## config.mk

```make
export PLATFORM = sky130hd
export DESIGN_NAME = arbitro_rr_decod_4
export DESIGN_NICKNAME = d
export VERILOG_FILES = /design/src/rtl/arbitro_rr_decod_4.sv
export SDC_FILE = /design/constraint.sdc
export NUM_CORES = 1
export LEC_CHECK = 0
export CAP_MARGIN = 30
export CORE_AREA = 5 5 54 56
export CTS_BUF_LIST = sky130_fd_sc_hd__clkbuf_16
export DETAILED_ROUTE_END_ITERATION = 10
export DIE_AREA = 0 0 59 61
export GPL_TIMING_DRIVEN = 0
export PLACE_DENSITY_LB_ADDON = 0.12
export SYNTH_ARGS = -nofsm -noshare
export SYNTH_HDL_FRONTEND = slang
export SYNTH_SLANG_ARGS = --single-unit
```

## constraint.sdc

```tcl
create_clock -name clk -period 2.6 [get_ports clk]
set_clock_uncertainty 0.2 [all_clocks]
set_input_delay 0.52 -clock clk [delete_from_list [all_inputs] [get_ports clk]]
set_output_delay 0.52 -clock clk [all_outputs]
set_load 0.005 [all_outputs]
```

## src/rtl/arbitro_rr_decod_4.sv

```systemverilog
// Round-robin arbiter for four requesters sharing one resource.
// The winner is held as a 2-bit code and expanded to a one-hot grant by a 2x4 decoder.
module arbitro_rr_decod_4 #(
   parameter int unsigned MAX_HOLD = 8,
   parameter int unsigned CNT_W    = 8
) (
   input  logic             clk,
   input  logic             rst,
   input  logic             en,
   input  logic [3:0]       req,
   output logic [3:0]       gnt,
   output logic [1:0]       gnt_idx,
   output logic             gnt_valid,
   output logic [CNT_W-1:0] hold_cnt,
   output logic [1:0]       dbg_state,
   output logic [1:0]       dbg_ptr
);

   typedef enum logic [1:0] {
      OCIOSO  = 2'd0,
      CONCEDE = 2'd1,
      LIBERA  = 2'd2
   } state_t;

   localparam logic [CNT_W-1:0] HOLD_LAST = CNT_W'(MAX_HOLD - 1);

   // Decoder: A is the index MSB, B the LSB; Y0..Y3 one-hot.
   function automatic logic [3:0] decod_2x4(input logic a, input logic b);
      logic [3:0] y;
      y[0] = ~a & ~b;
      y[1] = ~a &  b;
      y[2] =  a & ~b;
      y[3] =  a &  b;
      return y;
   endfunction

   // First requester found scanning ptr, ptr+1, ... modulo 4.
   function automatic logic [1:0] sel_rr(input logic [1:0] ptr, input logic [3:0] r);
      logic [1:0] idx;
      logic [1:0] res;
      logic       found;
      res   = ptr;
      found = 1'b0;
      for (int k = 0; k < 4; k++) begin
         idx = ptr + 2'(k);
         if (!found && r[idx]) begin
            res   = idx;
            found = 1'b1;
         end
      end
      return res;
   endfunction

   state_t           state_q, state_d;
   logic [1:0]       ptr_q, ptr_d;
   logic [1:0]       gnt_idx_q, gnt_idx_d;
   logic             gnt_valid_q, gnt_valid_d;
   logic [CNT_W-1:0] hold_cnt_q, hold_cnt_d;
   logic [3:0]       gnt_q, gnt_d;

   logic       req_any;
   logic       start_grant;
   logic [1:0] sel_idx;
   logic       owner_drop;
   logic       others_wait;
   logic       release_c;

   assign req_any     = |req;
   assign start_grant = en && req_any;
   assign sel_idx     = sel_rr(ptr_q, req);
   assign owner_drop  = !req[gnt_idx_q];
   assign others_wait = |(req & ~gnt_q);
   // Preemption only once the hold budget is spent and someone else is waiting.
   assign release_c   = owner_drop || ((hold_cnt_q == HOLD_LAST) && others_wait);

   always_ff @(posedge clk or posedge rst) begin
      if (rst) begin
         state_q     <= OCIOSO;
         ptr_q       <= 2'b00;
         gnt_idx_q   <= 2'b00;
         gnt_valid_q <= 1'b0;
         hold_cnt_q  <= '0;
         gnt_q       <= 4'b0000;
      end else begin
         state_q     <= state_d;
         ptr_q       <= ptr_d;
         gnt_idx_q   <= gnt_idx_d;
         gnt_valid_q <= gnt_valid_d;
         hold_cnt_q  <= hold_cnt_d;
         gnt_q       <= gnt_d;
      end
   end

   always_comb begin
      state_d = state_q;
      unique case (state_q)
         OCIOSO:  if (start_grant) state_d = CONCEDE;
         CONCEDE: if (release_c)   state_d = LIBERA;
         LIBERA:  state_d = start_grant ? CONCEDE : OCIOSO;
         default: state_d = OCIOSO;
      endcase
   end

   always_comb begin
      ptr_d       = ptr_q;
      gnt_idx_d   = gnt_idx_q;
      gnt_valid_d = gnt_valid_q;
      hold_cnt_d  = hold_cnt_q;
      unique case (state_q)
         OCIOSO, LIBERA: begin
            if (start_grant) begin
               gnt_idx_d   = sel_idx;
               gnt_valid_d = 1'b1;
               hold_cnt_d  = '0;
            end else begin
               gnt_valid_d = 1'b0;
            end
         end
         CONCEDE: begin
            if (release_c) begin
               gnt_valid_d = 1'b0;
               ptr_d       = gnt_idx_q + 2'd1;
               hold_cnt_d  = '0;
            end else if (hold_cnt_q != HOLD_LAST) begin
               hold_cnt_d = hold_cnt_q + CNT_W'(1);
            end
         end
         default: begin
            gnt_valid_d = 1'b0;
         end
      endcase
      gnt_d = decod_2x4(gnt_idx_d[1], gnt_idx_d[0]) & {4{gnt_valid_d}};
   end

   assign gnt       = gnt_q;
   assign gnt_idx   = gnt_idx_q;
   assign gnt_valid = gnt_valid_q;
   assign hold_cnt  = hold_cnt_q;
   assign dbg_state = state_q;
   assign dbg_ptr   = ptr_q;

endmodule
```

== Word level (Yosys, flattened, before mapping) ==
Cells that the tools add are included.
Cells by class
  bitwise operators: 9
  muxes and demuxes: 29
  add/subtract/negate cells: 5
  shifts and indexed selects: 0
  divide/modulo/power cells: 0
  multipliers: 0
  $lt $le $gt $ge: 5
  equality and inequality tests: 8
  reductions and logical operators: 18
Operators with widths (count)
  two-way mux 8 bit: 3
  one-hot mux 8 bit (2 select lines): 1
  less-than comparator 2 x 3 -> 1 bit (second input constant): 5
  two-way mux 2 bit: 7
  two-way mux 1 bit: 11
  binary-select mux 1 bit (select 2 bit): 5
  adder 8 x 1 -> 8 bit (second input constant): 1
  AND 4 bit: 2
  equality test 8 x 3 -> 1 bit (second input constant): 1
  != test 8 x 3 -> 1 bit (second input constant): 1
  OR reduction 4 bit: 2
  != test 2 bit (second input constant): 3
  one-hot mux 2 bit (3 select lines): 1
  logical AND 1 bit: 5
  adder 2 x 1 -> 2 bit (second input constant): 2
  adder 2 bit (second input constant): 2
  AND 1 bit: 4
  zero test 1 bit: 4
  NOT 4 bit: 1
  AND reduction 2 bit: 2
  != test 3 bit (second input constant): 1
  AND reduction 3 bit: 1
  equality test 2 x 1 -> 1 bit (second input constant): 1
  equality test 2 bit (second input constant): 1
  6 further kinds: 7
Word-level totals
  memories kept: 0
  RAM bits: 0
  word-level logic and storage cells: 80
  output and inout port bits: 19
  register bits after elaboration: 19
  bits in latches: 0
  input bits: 7
  ROM bits: 0

== Logic depth before layout (Yosys ltp) ==
Gate-level depths: netlist of the first run.
  depth in word-level cells: 17
  depth in mapped cells: 6

== Worst setup path after synthesis of the first run ==
No wires, ideal clock.
  path kind: reg2reg
  start point: reg hold_cnt_q[3] (netlist: hold_cnt[3])
  end point: reg ptr_q[1] (netlist: dbg_ptr[1])
  data required time: 2.272 ns
  stages on the path, launching flop included: 6
  buffers on the path: 0
  library setup time: 0.128 ns
  slack: 0.531 ns
  arrival: 1.742 ns
  period minus slack after synthesis: 2.069 ns
  path through: dfrtp_1 -> or4_4 -> nor3_4 -> nand2_1 -> a31oi_4 -> mux2_1
Between the ends
  word-level cells in the longest chain between the ends: 4
RTL lines
  start, declared: line 58  | logic [CNT_W-1:0] hold_cnt_q, hold_cnt_d;
  start signal, assigned: line 89  | hold_cnt_q <= hold_cnt_d;
  equality test 8 x 3 -> 1 bit: line 74  | assign release_c = owner_drop || ((hold_cnt_q == HOLD_LAST) && others_wait);
  logical AND 1 bit: line 74
  logical OR 1 bit: line 74
  AND reduction 2 bit (no source line)
  end signal, assigned: line 86  | ptr_q <= ptr_d;
  end, declared: line 55  | logic [1:0] ptr_q, ptr_d;
No other way between the ends.
A chain may end at the register's enable or synchronous reset.

== Final worst setup path of the first run ==
  start point: in req[3]
  end point: reg gnt_q[2] (netlist: gnt[2])
Between the ends
  elaborated cells on any way between the ends: 37
  those cells by class: mux: 21; bitwise: 4; reduce/logical: 12
RTL lines
  start, declared: line 10  | input logic [3:0] req,
  binary-select mux 1 bit (select 2 bit): line 46  | if (!found && r[idx]) begin
  two-way mux 1 bit (not written as such): line 46
  two-way mux 1 bit: line 46
  zero test 1 bit: line 46
  logical AND 1 bit: line 46
  two-way mux 1 bit: line 46
  zero test 1 bit: line 46
  logical AND 1 bit: line 46
  (+2 left out)
  logical AND 1 bit: line 46
  two-way mux 2 bit: line 46
  two-way mux 2 bit (*): line 111  | if (start_grant) begin
  two-way mux 2 bit (*): line 109  | unique case (state_q)
  named net gnt_idx_d[1]: line 56  | logic [1:0] gnt_idx_q, gnt_idx_d;
  AND 1 bit (*): line 32  | y[2] = a & ~b;
  AND 4 bit (*): line 132  | gnt_d = decod_2x4(gnt_idx_d[1], gnt_idx_d[0]) & {4{gnt_valid_d}};
  named net gnt_d[2]: line 59  | logic [3:0] gnt_q, gnt_d;
  end signal, assigned: line 90  | gnt_q <= gnt_d;
  end, declared: line 59
Mark *: on every way through the listed nets, which the timed path passes. The rest lies on a longest branch. The select of a mux whose other input is x is not followed.

==> results.cfg, run 1 <==
[outcome]
outcome = complete, no violations

[global_route]
grt_pass1_wl_um = 4140
busiest_layer = met2
grtUsageTotal_pct = 15.6
antenna_found_initial = 0
grt_max_degree = 20
grt_pass1_vias = 916
met1_usage_pct = 19.9
use_met3_pct = 5.74
grt-ovfl-total = 0
use_met2_pct = 23.0

[sta]
setup_viol = 0
finalCritPeriodShare_pct = 90.6
period_needed_ns = 2.36
rsz0062_at_grt = false
hold_viol_final = 0
slew_viol_final = 0
max_freq_mhz = 424
tightestPinTransition_ns = 0.738
fin_ws_ns = 0.243
relSlewSlack_pct = 50.7
worst_hold_slack_ns = 0.341

[finish]
seqCellArea_um2 = 475
final_cells = 168
fin_area_um2 = 1460
fin_nets = 147
diodes = 0
drive_above_1_share_pct = 10.1
utilization_pct = 61.3
area_delta_synth_final_pct = 33.4
multi_input_area_um2 = 598
fillers = 216

[routing]
ant_nets = 0
vias = 953
drc = 0
routed_wl_um = 2450
drt_iter0_drc = 14
drt-wirelength-per-cell_um = 14.6
viasPerCell = 5.67
drtPass1Iterations = 4

[clocking]
cts_buffers = 3
post-cts-setup-buffer-count = 0
clock-root-buffer = clkbuf_16
clk_pin_slew_ns = 0.05
clk_latency_ns = 0.25
cts_resized = 0
cts_hold_buf = 0
tritoncts = built
htreeDepth = 1
numClockSinks = 19
clockBufferDepth = 2

[yosys]
yosysWarnings = 0
ys_seq_area_share_pct = 43.4
syn-cell-area_um2 = 1100
synth_cell_types = 40
synth_seq_cells = 19
syn_inst = 109
syn_avg_cell_area_um2 = 10.1
syn_nets = 117

[critical_path]
start_kind = input pin
path_cells = clkdlybuf4s50_1, nor4_1, nor2_1, o311ai_0, o21a_1, nor3b_1
crit_slowest_cell = clkdlybuf4s50_1
critPathKind = in2reg
critPathMaxStageDelay_ns = 0.53
critPathRequiredTime_ns = 2.56
end_kind = register
crit_family = simple AND/OR/NAND/NOR gates
cp_num_buf_inv = 1
critPathMaxFanout = 8
critPathArrivalTime_ns = 2.32

[pwr]
swShare_pct = 35.6
pwr-share-seq_pct = 34.2
power.density_nw_per_um2 = 967
p_clk_share_pct = 22.0
p_sw_uw = 504
pwr-share-comb_pct = 43.8
p_leak_nw = 0.622
p_int_uw = 910
peakVddDrop_mv = 0.768

[place]
gp_congestion = 0.867
placement.io_buffers = 25
place_ws_ns = 0.0144
place_area_um2 = 1380
place_inst = 164
post-dp-hpwl_um = 1760

[floorplanning]
io_pins = 26
fp.dieArea_um2 = 3600
die-width_um = 59
start_util_pct = 45.9
die_height_um = 61
floorplan.rows = 18
core_um2 = 2390

[run]
cap_violations = 0

[worst_hold_path]
hold_class = reg2reg
## kinds of logic after synthesis
group | after synthesis | share of synthesized area, %
multiplexers | 5 | 4.68
adder cells (fa/ha/maj) | 1 | 1.14
XOR/XNOR | 1 | 0.799
flip-flops | 19 | 43.4
AND/OR/NAND/NOR | 45 | 22.6
AO/OA/AOI/OAI | 32 | 25.3
buffers and inverters | 6 | 2.05
## flip-flops by register name, indices dropped and copies added (netlist names)
name / count
dbg_state: 2
hold_cnt: 8
gnt_idx: 2
gnt: 4
gnt_valid: 1
dbg_ptr: 2
## cells in the final DEF, fill, tap and decap left out, types with 2 or more instances in the layout
master	Yosys	final
clkdlybuf4s50_1	0	25
dfrtp_1	19	19
nand2_1	12	12
nor2_1	8	8
inv_1	6	7
nand2b_1	7	7
a21oi_1	6	6
o21ai_0	5	5
nand3_1	5	5
mux2i_1	4	4
nor3_1	3	3
clkbuf_16	0	3
o21a_1	2	2
a21o_1	2	2
nor3b_1	2	2
o41ai_1	2	2
## worst paths after layout
kind,to,slack [ns],startpoint,cells after the start
min in group asynchronous,hold_cnt[7],0.49,rst,2
max in group asynchronous,gnt[0],1.24,rst,2
min,hold_cnt[0],0.34,hold_cnt[0],1
max reg2reg,dbg_ptr[1],0.41,hold_cnt[3],5
max,gnt[2],0.24,req[3],6
min reg2reg,hold_cnt[0],0.34,hold_cnt[0],1
## cells in the mapped netlist
library cell / count / area (um^2)
a211oi_1: 1 / 7.51
a21o_1: 2 / 15.0
a21oi_1: 6 / 30.0
a22o_1: 1 / 8.76
a22oi_1: 1 / 7.51
a31oi_4: 1 / 21.3
a32o_2: 1 / 11.3
dfrtp_1: 19 / 475
ha_1: 1 / 12.5
inv_1: 6 / 22.5
mux2_1: 1 / 11.3
mux2i_1: 4 / 40.0
nand2_1: 12 / 45.0
nand2b_1: 7 / 43.8
nand3_1: 5 / 25.0
nand3b_1: 1 / 7.51
nor2_1: 8 / 30.0
nor2b_1: 1 / 6.26
nor3_1: 3 / 15.0
nor3_4: 1 / 16.3
nor3b_1: 2 / 15.0
nor4_1: 1 / 6.26
o2111ai_4: 1 / 26.3
o21a_1: 2 / 15.0
o21ai_0: 5 / 25.0
o21ai_2: 1 / 8.76
o21bai_1: 1 / 7.51
o221ai_1: 1 / 8.76
o22a_2: 1 / 10.0
o22ai_1: 1 / 6.26
o22ai_2: 1 / 12.5
o311ai_0: 1 / 8.76
o31a_1: 1 / 8.76
o31ai_4: 1 / 21.3
o41ai_1: 2 / 17.5
or2_2: 1 / 6.26
or3_4: 1 / 11.3
or3b_1: 1 / 8.76
or4_4: 1 / 11.3
xor2_1: 1 / 8.76
## power groups by stage
| stage | clock network [mW] | logic [mW] | registers, mW |
|---|---|---|---|
| floorplan | 0 | 0.361 | 0.477 |
| global placement | 0 | 0.609 | 0.482 |
| detailed placement | 0 | 0.620 | 0.486 |
| CTS | 0.320 | 0.625 | 0.483 |
| global route | 0.338 | 0.670 | 0.499 |
| finish | 0.312 | 0.619 | 0.483 |
## per-layer routing
metal,part of all wire [%],up-vias
li1,-,468
met1,47,455
met5,0,-
met4,2.6,0
met2,44,24
met3,6.0,6
## final cells by class
| type | count | share of cell area, % |
|---|---|---|
| Clock buffer | 3 | 5.13 |
| Sequential cell | 19 | 32.5 |
| Clock inverter | 1 | 0.257 |
| Timing Repair Buffer | 25 | 17.1 |
| Inverter | 6 | 1.54 |
| Multi-Input combinational cell | 84 | 40.9 |
| Tap cell | 30 | 2.57 |
## through the flow
stage          TNS [ns]  power, mW
3_5_place_dp          0       1.11
5_1_grt               0       1.51
4_1_cts               0       1.43
2_1_floorplan         0      0.838
6_report              0       1.41
3_3_place_gp   -0.00127       1.09
## worst reg2reg max path, stage by stage (launching register included)
cell     delay, ns
dfrtp_1       0.44
or4_4         0.56
nor3_4        0.18
nand2_1       0.15
a31oi_4       0.20
mux2_1        0.34
(Power assumes the default switching activity.)
==> run 2: changes to the inputs <==
--- a/config.mk
+++ b/config.mk
@@ -12,6 +12,7 @@
 export DIE_AREA = 0 0 59 61
 export GPL_TIMING_DRIVEN = 0
 export PLACE_DENSITY_LB_ADDON = 0.12
+export SLEW_MARGIN = 20
 export SYNTH_ARGS = -nofsm -noshare
 export SYNTH_HDL_FRONTEND = slang
 export SYNTH_SLANG_ARGS = --single-unit
==> results of run 2 <==
Final layout, timing and power as in run 1 (identical DEF).
